$ cat config.mk
export PLATFORM = sky130hd
export DESIGN_NAME = branch_sequencer_flat
export DESIGN_NICKNAME = d
export VERILOG_FILES = /design/src/rtl/branch_sequencer_if.sv /design/src/rtl/branch_sequencer.sv /design/src/flat_wrapper.sv
export SDC_FILE = /design/constraint.sdc
export NUM_CORES = 1
export LEC_CHECK = 0
export ABC_AREA = 1
export CORE_MARGIN = 8
export CORE_UTILIZATION = 50
export CTS_BUF_LIST = sky130_fd_sc_hd__clkbuf_16
export DETAILED_ROUTE_END_ITERATION = 8
export PLACE_DENSITY_LB_ADDON = 0.1
export RECOVER_POWER = 50
export SETUP_SLACK_MARGIN = 0.15
export SLEW_MARGIN = 20
export SYNTH_ARGS = -nofsm -noshare
export SYNTH_HDL_FRONTEND = slang
export SYNTH_SLANG_ARGS = --single-unit
$ cat constraint.sdc
create_clock -name clk -period 2.55 [get_ports clk]
set_input_delay 0.51 -clock clk [delete_from_list [all_inputs] [get_ports clk]]
set_output_delay 0.51 -clock clk [all_outputs]
set_load 0.005 [all_outputs]
$ cat src/rtl/branch_sequencer_if.sv
// Decoder <-> branch sequencer handshake: issue fields in, PC-load/stack status out.
interface branch_sequencer_if #(
  parameter int ADDR_W      = 8,
  parameter int STACK_DEPTH = 8
);
  localparam int SP_W = $clog2(STACK_DEPTH) + 1;

  logic              start;
  logic [1:0]        op;
  logic              cond_en;
  logic              fl;
  logic [ADDR_W-1:0] target;
  logic [ADDR_W-1:0] pc_next;
  logic              busy;
  logic              done;
  logic              pc_load;
  logic [ADDR_W-1:0] pc_value;
  logic              taken;
  logic              stack_ovf;
  logic              stack_unf;
  logic [SP_W-1:0]   sp;

  modport master (
    output start, op, cond_en, fl, target, pc_next,
    input  busy, done, pc_load, pc_value, taken, stack_ovf, stack_unf, sp
  );

  modport slave (
    input  start, op, cond_en, fl, target, pc_next,
    output busy, done, pc_load, pc_value, taken, stack_ovf, stack_unf, sp
  );
endinterface

$ cat src/rtl/branch_sequencer.sv
// JMP/CALL/RET/SKIP sequencer with a hardware return-address stack.
// BRSEQ_ERR_TRAP_EN: stack overflow/underflow loads TRAP_VEC instead of being a no-op.
module branch_sequencer #(
  parameter int                ADDR_W      = 8,
  parameter int                STACK_DEPTH = 8,
  parameter logic [ADDR_W-1:0] TRAP_VEC    = ADDR_W'(8'hF0)
) (
  input  logic               clk,
  input  logic               rst,
  branch_sequencer_if.slave  bus
);
  localparam int IDX_W = $clog2(STACK_DEPTH);
  localparam int SP_W  = IDX_W + 1;
  localparam logic [SP_W-1:0] SP_FULL = SP_W'(STACK_DEPTH);

  typedef enum logic [2:0] {
    ST_IDLE = 3'd0,
    ST_EVAL = 3'd1,
    ST_PUSH = 3'd2,
    ST_POP  = 3'd3,
    ST_DONE = 3'd4
  } state_t;

  typedef enum logic [1:0] {
    OP_JMP  = 2'b00,
    OP_CALL = 2'b01,
    OP_RET  = 2'b10,
    OP_SKIP = 2'b11
  } op_t;

  state_t            state_r, state_nxt_s;
  op_t               op_r;
  logic              cond_en_r;
  logic [ADDR_W-1:0] target_r;
  logic [ADDR_W-1:0] pc_next_r;
  logic [SP_W-1:0]   sp_r;
  logic [ADDR_W-1:0] pc_value_r;
  logic              taken_r;
  logic              ovf_r;
  logic              unf_r;
  logic [ADDR_W-1:0] mem_r [STACK_DEPTH];

  logic              cond_hit_s;
  logic              full_s;
  logic              empty_s;
  logic              err_s;
  logic [IDX_W-1:0]  push_idx_s;
  logic [IDX_W-1:0]  pop_idx_s;

  assign cond_hit_s = ~cond_en_r | bus.fl;
  assign full_s     = (sp_r == SP_FULL);
  assign empty_s    = (sp_r == SP_W'(0));
  assign err_s      = cond_hit_s & (((op_r == OP_CALL) & full_s) | ((op_r == OP_RET) & empty_s));
  assign push_idx_s = IDX_W'(sp_r);
  assign pop_idx_s  = IDX_W'(sp_r - SP_W'(1));

  // State register
  always_ff @(posedge clk or posedge rst) begin
    if (rst) begin
      state_r <= ST_IDLE;
    end else begin
      state_r <= state_nxt_s;
    end
  end

  // Next-state decode; fl only matters in EVAL
  always_comb begin
    state_nxt_s = state_r;
    case (state_r)
      ST_IDLE: begin
        if (bus.start) begin
          state_nxt_s = ST_EVAL;
        end else begin
          state_nxt_s = ST_IDLE;
        end
      end
      ST_EVAL: begin
        if (!cond_hit_s || err_s) begin
          state_nxt_s = ST_DONE;
        end else begin
          case (op_r)
            OP_CALL: state_nxt_s = ST_PUSH;
            OP_RET:  state_nxt_s = ST_POP;
            default: state_nxt_s = ST_DONE;
          endcase
        end
      end
      ST_PUSH: state_nxt_s = ST_DONE;
      ST_POP:  state_nxt_s = ST_DONE;
      ST_DONE: state_nxt_s = ST_IDLE;
      default: state_nxt_s = ST_IDLE;
    endcase
  end

  // Instruction latch, decision, stack pointer and PC value
  always_ff @(posedge clk or posedge rst) begin
    if (rst) begin
      op_r       <= OP_JMP;
      cond_en_r  <= 1'b0;
      target_r   <= '0;
      pc_next_r  <= '0;
      sp_r       <= '0;
      pc_value_r <= '0;
      taken_r    <= 1'b0;
      ovf_r      <= 1'b0;
      unf_r      <= 1'b0;
    end else begin
      case (state_r)
        ST_IDLE: begin
          if (bus.start) begin
            op_r      <= op_t'(bus.op);
            cond_en_r <= bus.cond_en;
            target_r  <= bus.target;
            pc_next_r <= bus.pc_next;
          end
        end
        ST_EVAL: begin
`ifdef BRSEQ_ERR_TRAP_EN
          taken_r <= cond_hit_s;
`else
          taken_r <= cond_hit_s & ~err_s;
`endif
          // pc_value is only meaningful with pc_load, so the trap vector is loaded unconditionally on error
          if (err_s) begin
            pc_value_r <= TRAP_VEC;
            if (op_r == OP_CALL) begin
              ovf_r <= 1'b1;
            end else begin
              unf_r <= 1'b1;
            end
          end else if (op_r == OP_JMP) begin
            pc_value_r <= target_r;
          end else if (op_r == OP_SKIP) begin
            pc_value_r <= pc_next_r + ADDR_W'(1);
          end
        end
        ST_PUSH: begin
          sp_r       <= sp_r + SP_W'(1);
          pc_value_r <= target_r;
        end
        ST_POP: begin
          sp_r       <= sp_r - SP_W'(1);
          pc_value_r <= mem_r[pop_idx_s];
        end
        default: begin
        end
      endcase
    end
  end

  // Return-address RAM, written only on leaving PUSH so a reset during PUSH suppresses the write
  always_ff @(posedge clk) begin
    if (state_r == ST_PUSH) begin
      mem_r[push_idx_s] <= pc_next_r;
    end
  end

  assign bus.busy      = (state_r != ST_IDLE);
  assign bus.done      = (state_r == ST_DONE);
  assign bus.pc_load   = (state_r == ST_DONE) & taken_r;
  assign bus.pc_value  = pc_value_r;
  assign bus.taken     = taken_r;
  assign bus.stack_ovf = ovf_r;
  assign bus.stack_unf = unf_r;
  assign bus.sp        = sp_r;
endmodule
$ cat src/flat_wrapper.sv
// flat-port wrapper written by rule: the top's interface ports become plain ports
module branch_sequencer_flat 
#(
  parameter int                ADDR_W      = 8,
  parameter int                STACK_DEPTH = 8,
  parameter logic [ADDR_W-1:0] TRAP_VEC    = ADDR_W'(8'hF0)
)
  (clk, rst, bus_start, bus_op, bus_cond_en, bus_fl, bus_target, bus_pc_next, bus_busy, bus_done, bus_pc_load, bus_pc_value, bus_taken, bus_stack_ovf, bus_stack_unf, bus_sp);
  branch_sequencer_if #(.ADDR_W(ADDR_W), .STACK_DEPTH(STACK_DEPTH)) bus_i ();
  input  logic clk;
  input  logic rst;
  input wire logic [$bits(bus_i.start)-1:0] bus_start;
  input wire logic [$bits(bus_i.op)-1:0] bus_op;
  input wire logic [$bits(bus_i.cond_en)-1:0] bus_cond_en;
  input wire logic [$bits(bus_i.fl)-1:0] bus_fl;
  input wire logic [$bits(bus_i.target)-1:0] bus_target;
  input wire logic [$bits(bus_i.pc_next)-1:0] bus_pc_next;
  output wire logic [$bits(bus_i.busy)-1:0] bus_busy;
  output wire logic [$bits(bus_i.done)-1:0] bus_done;
  output wire logic [$bits(bus_i.pc_load)-1:0] bus_pc_load;
  output wire logic [$bits(bus_i.pc_value)-1:0] bus_pc_value;
  output wire logic [$bits(bus_i.taken)-1:0] bus_taken;
  output wire logic [$bits(bus_i.stack_ovf)-1:0] bus_stack_ovf;
  output wire logic [$bits(bus_i.stack_unf)-1:0] bus_stack_unf;
  output wire logic [$bits(bus_i.sp)-1:0] bus_sp;
  assign bus_i.start = bus_start;
  assign bus_i.op = bus_op;
  assign bus_i.cond_en = bus_cond_en;
  assign bus_i.fl = bus_fl;
  assign bus_i.target = bus_target;
  assign bus_i.pc_next = bus_pc_next;
  assign bus_busy = bus_i.busy;
  assign bus_done = bus_i.done;
  assign bus_pc_load = bus_i.pc_load;
  assign bus_pc_value = bus_i.pc_value;
  assign bus_taken = bus_i.taken;
  assign bus_stack_ovf = bus_i.stack_ovf;
  assign bus_stack_unf = bus_i.stack_unf;
  assign bus_sp = bus_i.sp;
  branch_sequencer #(.ADDR_W(ADDR_W), .STACK_DEPTH(STACK_DEPTH), .TRAP_VEC(TRAP_VEC)) u_core (.clk(clk), .rst(rst), .bus(bus_i));
endmodule
### Yosys cells after proc, flatten, opt, wreduce, memory -nomap -nowiden

Memories as Yosys holds them, arrays and structs flattened.
Index checks and enable logic that the tools add are counted.

* bits in latches: 0
* input bits: 23
* output and inout port bits: 18
* memory bits (writable): 64
* word-level logic and storage cells: 57
* flip-flop bits (word level): 37
* bits in read-only memories: 0
* memories: 1

* reduce and logical (&&, ||, !) cells: 13
* muxes and demuxes: 11
* equality and inequality tests: 9
* shift operators: 0
* bitwise logic cells: 10
* add/sub/neg operators: 3
* div/mod/pow operators: 0
* multiply operators: 0
* order comparisons: 0

Memories
* u_core.mem_r: depth 8, width 8, rd ports 1, clocked after Yosys merged registers in 0, write ports 1, line branch_sequencer.sv:41 `logic [ADDR_W-1:0] mem_r [STACK_DEPTH];`

Operators by type and width (count)
* 8-bit 2-to-1 mux: 3
* 8-bit one-hot mux with 3 select lines: 1
* 3-bit one-hot mux with 3 select lines: 1
* 8-bit by 1-bit adder with 8-bit output, second input constant: 1
* 4-bit one-hot mux with 2 select lines: 1
* 3-bit by 2-bit equality test with 1-bit output, second input constant: 2
* 3-bit one-hot mux with 2 select lines: 1
* 3-bit AND reduction: 2
* 3-bit nonzero test: 2
* 1-bit AND: 5
* 4-bit by 1-bit adder with 4-bit output, second input constant: 1
* 2-bit equality test, second input constant: 2
* 4-bit equality test, second input constant: 1
* 4-bit zero test: 1
* 4-bit by 1-bit inequality test with 1-bit output, second input constant: 1
* 2-bit AND reduction: 2
* 4-bit by 1-bit subtractor with 4-bit output, second input constant: 1
* 3-bit by 1-bit equality test with 1-bit output, second input constant: 1
* 3-bit equality test, second input constant: 1
* 3-bit zero test: 1
* 1-bit 2-to-1 mux: 3
* 3-bit 2-to-1 mux: 1
* 1-bit NOT: 3
* 2-bit by 1-bit equality test with 1-bit output, second input constant: 1
* 6 further kinds: 7

### Depth between registers and ports, before layout

Gate-level depths: netlist (run 1).

* depth after elaboration: 7
* mapped depth: 13
* mapped depth without buffers: 12

### Worst setup path after synthesis (run 1)

OpenSTA, ideal clock, no wires.

* kind: flip-flop to flip-flop
* from: register u_core.sp_r[0] (netlist: u_core.bus.sp[0])
* to: register u_core.pc_value_r[4] (netlist: u_core.bus.pc_value[4])
* buffers on the path: 2
* required time: 2434 ps
* cell stages (with the launch flop): 13
* clock period less this slack: 1814 ps
* slack: 736 ps
* arrival time: 1697 ps
* setup time: 116 ps
* cells stage by stage: dfrtp_1 -> inv_1 -> buf_2 -> ha_1 -> inv_1 -> buf_2 -> nand2_1 -> a21oi_1 -> nor2_1 -> nor2_1 -> nand2_1 -> nand2_1 -> nand2_1

* longest elaborated chain between the ends: 6
* elaborated cells on any way between the ends: 12
* classes of those cells: add/sub (1); eq/ne (2); mux (2); bitwise (4); reduce/logical (2); memory (1)

RTL lines
* start: declaration: line branch_sequencer.sv:36 `logic [SP_W-1:0] sp_r;`
* start signal: assignment: line branch_sequencer.sv:138 `sp_r <= sp_r + SP_W'(1);`
* start signal: assignment: line branch_sequencer.sv:142 `sp_r <= sp_r - SP_W'(1);`
* branches (longest 6 deep; another with memory read 8 x 8 bit)
* end signal: assignment: line branch_sequencer.sv:132 `pc_value_r <= target_r;`
* end signal: assignment: line branch_sequencer.sv:134 `pc_value_r <= pc_next_r + ADDR_W'(1);`
* end signal: assignment: line branch_sequencer.sv:139 `pc_value_r <= target_r;`
* end: declaration: line branch_sequencer.sv:37 `logic [ADDR_W-1:0] pc_value_r;`

Several ways; the timed one is not identified.
A chain may end at the register's enable or synchronous reset.

### Final worst setup path (run 1)

* from: register u_core.state_r[0]
* to: output bus_pc_load

* longest elaborated chain between the ends: 2

RTL lines
* start: declaration: line branch_sequencer.sv:31 `state_t state_r, state_nxt_s;`
* start signal: assignment: line branch_sequencer.sv:62 `state_r <= state_nxt_s;`
* 3-bit equality test: line branch_sequencer.sv:160 `assign bus.pc_load = (state_r == ST_DONE) & taken_r;`
* 1-bit AND: line branch_sequencer.sv:160
* end: declaration: line flat_wrapper.sv:20 `output wire logic [$bits(bus_i.pc_load)-1:0] bus_pc_load;`

Every way passes these cells.

==> flow_summary.ini, run 1 <==
[cts]
cts-buffers-inserted = 9
htree_depth = 3
cts_tree = done
clock_insertion_delay_worst_skew_ns = 0.35
clock-sinks = 101
post_cts_buffers = 0
post_cts_hold_buffer_count = 0
cts_resized = 0
ctsLongestPathBuffers = 2
cts.root.buffer_cell = sky130_fd_sc_hd__clkbuf_16
cts.reportedPaths.clkPinSlew_ns = 0.08

[global_route]
track_usage = 0.181
antenna_found_initial = 0
grt_pass1_wl_um = 17900
grt_start_max_net_pins = 40
number_of_global_route_vias_before_repair = 3376
grt_overflow_total = 0

[floorplanning]
chipWidth_um = 114
ios = 41
core_area_mm2 = 0.00924
rows = 35
die_height_um = 114
initial_core_util = 0.517
die-area_mm2 = 0.0129

[detailed_routing]
ant_nets = 0
wl_um = 11000
drc = 0
detail_route.first_pass.iterations = 5
detail_route.vias_per_cell = 5.08
routed_wire_per_std_cell_um = 16.2
drt-initial-drc-count = 303
via_count = 3455

[synthesis]
ys_seq_elements = 101
synth-seq-area-share = 0.596
synth.yosys.warnings = 0
synth_cells = 495
synthesis.nets = 527
synth.lib_cells_used.distinct = 34
synth.top_cells.by_area = sky130_fd_sc_hd__edfxtp_1, sky130_fd_sc_hd__dfrtp_1, sky130_fd_sc_hd__nand2_1, sky130_fd_sc_hd__nand3_1, sky130_fd_sc_hd__inv_1
synth_largest_area_cell = sky130_fd_sc_hd__edfxtp_1
dominantRegCellSynth = sky130_fd_sc_hd__edfxtp_1
mean_instance_size_in_the_synthesized_netlist_um2 = 9.66
synth-async-reset-ratio = 0.366
synthDominantCellAreaShare = 0.402
synth_enable_flop_cells = 64
netlist_area_mm2 = 0.00478
synth_commonest_cells = sky130_fd_sc_hd__nand2_1, sky130_fd_sc_hd__edfxtp_1, sky130_fd_sc_hd__inv_1, sky130_fd_sc_hd__nor2_1
synth.most_common_cell = sky130_fd_sc_hd__nand2_1

[critical_path]
timing.critical_path.fanout_max = 5
last_element_of_the_critical_path = bus_pc_load
r2r-start = u_core.bus.sp[0]
worst_setup_path_startpoint = u_core.state_r[0]
timing.reg2reg.worst_path_depth = 11
crit_path_max_incr_delay_ns = 0.50
worst_ep_arrival_time_ns = 1.76
timing.critical_path.slowest_stage_cell = sky130_fd_sc_hd__clkdlybuf4s50_1
worstReg2RegEnd = u_core.bus.pc_value[1]
cp_cell_sequence = nor2_1 > and3_1 > clkdlybuf4s50_1
cp.required_ns = 2.04
cp-end-kind = output pin
critPathLaunchType = flop
ff2ff_setup_slack_ns = 0.56
start_to_end_type_of_the_worst_setup_path = flop to output pin

[pwr]
powerDensity_mw_per_mm2 = 1190
ir_worst_vdd_uv = 723
cellLeakagePower_uw = 0.00250

[sta]
rsz_0062_raised_after_global_routing = no
report.final.hold_viol_count = 0
tightest_slew_ns = 0.937
setup-tns-final_ns = 0
timing.final.crit_period_ns = 2.27
worst_slack_ns = 0.279
max_slew_headroom_at_the_worst_pin = 0.376
finalMaxSlewViolations = 0
setup_viol = 0
final.period_utilization = 0.891
timing.clock.skew_ns = 0.0121
max_freq_mhz = 440

[layout]
flow.area_growth_from_synthesis_pct = 17.7
diodes = 0
post_route_cells_drive_above_1_share = 0.107
nNetsFinal = 578
final_area_mm2 = 0.00563

[flow_run]
drv_cap = 0

[placement]
detailed_placer_s_ending_hpwl_um = 7770
placement.io_buffers = 40
routabilityCongestion = 0.843
detailedPlace.worstSlack_ns = 0.551
placed_area_mm2 = 0.00537

[run_status]
status = complete, no violations

[min_path]
hold_path.class = flop to flop
flip-flops by register name, indices dropped and copies added, names as in the netlist:
| register | cells |
|---|---|
| u_core.state_r | 3 |
| u_core.bus.sp | 4 |
| u_core.pc_next_r | 8 |
| u_core.op_r | 2 |
| u_core.bus.stack_ovf | 1 |
| u_core.bus.taken | 1 |
| u_core.bus.pc_value | 8 |
| u_core.cond_en_r | 1 |
| u_core.target_r | 8 |
| u_core.bus.stack_unf | 1 |
| u_core.mem_r | 64 |
routing by layer:
layer / routed length, um / GRT usage / share of wire
met5: 0 / 0 / 0
met4: 216 / 0.0665 / 0.020
met3: 592 / 0.0428 / 0.054
met2: 5150 / 0.282 / 0.47
met1: 5080 / 0.240 / 0.46
logic make-up after synthesis:
group,Yosys count,share of synthesized area
multiplexers,14,0.0400
adder cells (fa/ha/maj),9,0.0236
AND/OR/NAND/NOR,266,0.236
AO/OA/AOI/OAI,32,0.0361
flip-flops,101,0.596
XOR/XNOR,4,0.00733
buffers and inverters,69,0.0612
cells in the final DEF (no fill, tap or decap), types with 9 or more instances in the layout:
master,netlist,layout
sky130_fd_sc_hd__nand2_1,161,161
sky130_fd_sc_hd__edfxtp_1,64,64
sky130_fd_sc_hd__nor2_1,49,52
sky130_fd_sc_hd__inv_1,49,50
sky130_fd_sc_hd__clkdlybuf4s50_1,0,39
sky130_fd_sc_hd__nand3_1,37,37
sky130_fd_sc_hd__dfrtp_1,37,37
sky130_fd_sc_hd__o21ai_0,14,14
sky130_fd_sc_hd__buf_4,3,13
sky130_fd_sc_hd__a21oi_1,12,12
sky130_fd_sc_hd__ha_1,9,9
sky130_fd_sc_hd__clkbuf_16,0,9
worst min path at each step:
stage	start	end	slack (ns)	cells past startpoint
floorplan	u_core.bus.stack_ovf	u_core.bus.stack_ovf	0.47	1
global placement	u_core.bus.stack_ovf	u_core.bus.stack_ovf	0.45	1
detailed placement	u_core.bus.stack_unf	u_core.bus.stack_unf	0.46	1
CTS	u_core.bus.stack_unf	u_core.bus.stack_unf	0.48	1
global route	u_core.bus.stack_unf	u_core.bus.stack_unf	0.50	1
finish	u_core.bus.stack_unf	u_core.bus.stack_unf	0.47	1
per-stage QoR:
step	utilization	total power [uW]	std cells	hold WS [ns]
5_1_grt	0.609	7150	680	0.498
3_5_place_dp	0.581	5430	664	0.459
4_1_cts	0.611	6740	680	0.476
6_report	0.609	6670	680	0.472
3_3_place_gp	0.581	5380	664	0.454
2_1_floorplan	-	4430	495	0.466
area by class of cell:
class	count	area, um^2
Fill cell	798	3610
Sequential cell	101	2850
Multi-Input combinational cell	325	1630
Timing Repair Buffer	55	508
Clock buffer	9	225
Inverter	54	205
Tap cell	129	161
Clock inverter	7	55.1
power by group:
group / total (uW) / switching [uW] / leakage, uW / internal (uW)
combinational: 2690 / 1600 / 0.00135 / 1090
clock: 1310 / 630 / 0.000140 / 677
sequential: 2670 / 454 / 0.00101 / 2220
total: 6670 / 2680 / 0.00250 / 3990
critical path: cells and delay by family, from the launching register on:
family	cells	cell delay [ns]
flip-flops	1	0.47
buffers and inverters	1	0.50
AND/OR/NAND/NOR	2	0.45
Power figures use the tool's default switching activity.
==> run 2: changes to the inputs <==
--- a/config.mk
+++ b/config.mk
@@ -6,7 +6,7 @@
 export NUM_CORES = 1
 export LEC_CHECK = 0
 export ABC_AREA = 1
-export CORE_MARGIN = 8
+export CORE_MARGIN = 5
 export CORE_UTILIZATION = 50
 export CTS_BUF_LIST = sky130_fd_sc_hd__clkbuf_16
 export DETAILED_ROUTE_END_ITERATION = 8
==> run 2 against run 1 <==
  * Worst setup slack better by 0.064 ns
  * Via count down 0.49%
  * Die area down 10%
  * Wire length down 1.2%
  * Final area up 0.22%
  * First-iteration DRC count down 7.3%
  * Sequential power about the same
  * Core utilization down 0.15 points
  * Critical path depth unchanged
  * Critical path type unchanged
  * Largest cell class unchanged
  * Largest power group unchanged
  * Highest routed layer unchanged
==> flow_summary.ini, run 2 (synthesis gave the netlist of run 1 again) <==
[layout]
largest-register = u_core.mem_r
sequential_cell_area_mm2 = 0.00285
finish.utilization = 0.608
flow.area_growth_from_synthesis_pct = 18.0
mostFrequentLayoutCells = sky130_fd_sc_hd__nand2_1, sky130_fd_sc_hd__edfxtp_1, sky130_fd_sc_hd__inv_1, sky130_fd_sc_hd__nor2_1, sky130_fd_sc_hd__clkdlybuf4s50_1
post_route_cells_drive_above_1_share = 0.109
diodes = 0
layout.cells.most_common = sky130_fd_sc_hd__nand2_1
largest_register_ff_count = 64
final_area_mm2 = 0.00564
nNetsFinal = 578
multi_input_area_mm2 = 0.00164
final.fill_count = 824

[floorplanning]
core_area_mm2 = 0.00928
die-area_mm2 = 0.0116
chipWidth_um = 108
die_height_um = 108
initial_core_util = 0.515
rows = 35
ios = 41

[sta]
rsz_0062_raised_after_global_routing = no
tightest_slew_ns = 0.957
timing.final.crit_period_ns = 2.21
final.period_utilization = 0.866
timing.clock.skew_ns = 0.00735
setup-tns-final_ns = 0
setup_viol = 0
finalMaxSlewViolations = 0
max_freq_mhz = 453
worst_slack_ns = 0.342
max_slew_headroom_at_the_worst_pin = 0.362
report.final.hold_viol_count = 0

[critical_path]
last_element_of_the_critical_path = bus_pc_load
cp-end-kind = output pin
start_to_end_type_of_the_worst_setup_path = flop to output pin
r2r-start = u_core.bus.sp[1]
worst_ep_arrival_time_ns = 1.70
timing.critical_path.fanout_max = 5
critPathLaunchType = flop
cp.required_ns = 2.04
worstReg2RegEnd = u_core.bus.pc_value[3]
ff2ff_setup_slack_ns = 0.52
worst_setup_path_startpoint = u_core.state_r[0]
timing.reg2reg.worst_path_depth = 10

[cts]
post_cts_hold_buffer_count = 0
ctsLongestPathBuffers = 2
cts_resized = 0
cts-buffers-inserted = 9
clock-sinks = 101
cts_tree = done
cts.root.buffer_cell = sky130_fd_sc_hd__clkbuf_16
cts.reportedPaths.clkPinSlew_ns = 0.07
post_cts_buffers = 0
clock_insertion_delay_worst_skew_ns = 0.34
htree_depth = 3

[global_route]
antenna_found_initial = 0
grt_start_max_net_pins = 40
grt_overflow_total = 0
grt_pass1_wl_um = 18000
track_usage = 0.203
number_of_global_route_vias_before_repair = 3433

[pwr]
powerDensity_mw_per_mm2 = 1190
cellLeakagePower_uw = 0.00250
fin_total_pwr_uw = 6680
ir_worst_vdd_uv = 567

[detailed_routing]
ant_nets = 0
detail_route.vias_per_cell = 5.06
drt-initial-drc-count = 281
detail_route.first_pass.iterations = 4
drc = 0
routed_wire_per_std_cell_um = 16.0
via_count = 3438
wl_um = 10900

[min_path]
worstHoldPathCells = 1
hold_path.class = flop to flop

[placement]
detailed_placer_s_ending_hpwl_um = 7650
routabilityCongestion = 0.858
placement.io_buffers = 40
detailedPlace.worstSlack_ns = 0.477
placed_area_mm2 = 0.00537

[run_status]
status = complete, no violations

[flow_run]
drv_cap = 0
[run 2: changes by cell type in the layout (fill, tap and decap cells not counted)]
cell,previous run,this run
sky130_fd_sc_hd__clkinvlp_4,0,2
sky130_fd_sc_hd__inv_2,4,3
sky130_fd_sc_hd__inv_6,4,1
sky130_fd_sc_hd__inv_1,50,51
sky130_fd_sc_hd__clkinvlp_2,1,0
sky130_fd_sc_hd__mux2_1,2,0
sky130_fd_sc_hd__inv_8,1,2
sky130_fd_sc_hd__mux2_4,7,9
sky130_fd_sc_hd__clkbuf_1,0,1
sky130_fd_sc_hd__clkbuf_2,2,1
sky130_fd_sc_hd__nor2_1,52,51
sky130_fd_sc_hd__nor2_2,2,3
sky130_fd_sc_hd__clkinv_4,0,1
[run 2: per-stage QoR]
| step | hold WS (ns) | cells |
|---|---|---|
| floorplan | 0.466 | 495 |
| finish | 0.465 | 680 |
| global route | 0.502 | 680 |
| detailed placement | 0.453 | 664 |
| CTS | 0.469 | 680 |
| global placement | 0.451 | 664 |
[run 2: worst min path at each step]
stage,start,slack [ns],end
after global routing,u_core.bus.stack_ovf,0.50,u_core.bus.stack_ovf
final,u_core.bus.stack_ovf,0.47,u_core.bus.stack_ovf
after detailed placement,u_core.bus.stack_ovf,0.45,u_core.bus.stack_ovf
after CTS,u_core.bus.stack_ovf,0.47,u_core.bus.stack_ovf
after floorplan,u_core.bus.stack_ovf,0.47,u_core.bus.stack_ovf
after global placement,u_core.bus.stack_ovf,0.45,u_core.bus.stack_ovf
[run 2: worst max-delay path: stages (launching register included)]
cell,delay (ns)
sky130_fd_sc_hd__dfrtp_1,0.48
sky130_fd_sc_hd__nor2_2,0.20
sky130_fd_sc_hd__and3_1,0.18
sky130_fd_sc_hd__clkdlybuf4s50_1,0.50
[run 2: power breakdown]
group	internal, uW	switching [uW]	leakage, uW	total (uW)
Clock	677	613	0.000137	1290
Sequential	2220	465	0.00101	2690
Combinational	1110	1600	0.00135	2710
[run 2: final cells by class]
cell class / instances / area share
Timing Repair Buffer: 55 / 0.0898
Multi-Input combinational cell: 325 / 0.290
Sequential cell: 101 / 0.505
Clock buffer: 9 / 0.0399
Inverter: 54 / 0.0364
Tap cell: 129 / 0.0286
Clock inverter: 7 / 0.0104
[run 2: routing by layer]
| metal | track usage | share of wire | up-vias |
|---|---|---|---|
| li1 | - | - | 1704 |
| met1 | 0.280 | 0.44 | 1628 |
| met2 | 0.319 | 0.48 | 100 |
| met3 | 0.0588 | 0.073 | 6 |
| met4 | 0.0487 | 0.0085 | 0 |
| met5 | 0 | 0 | - |
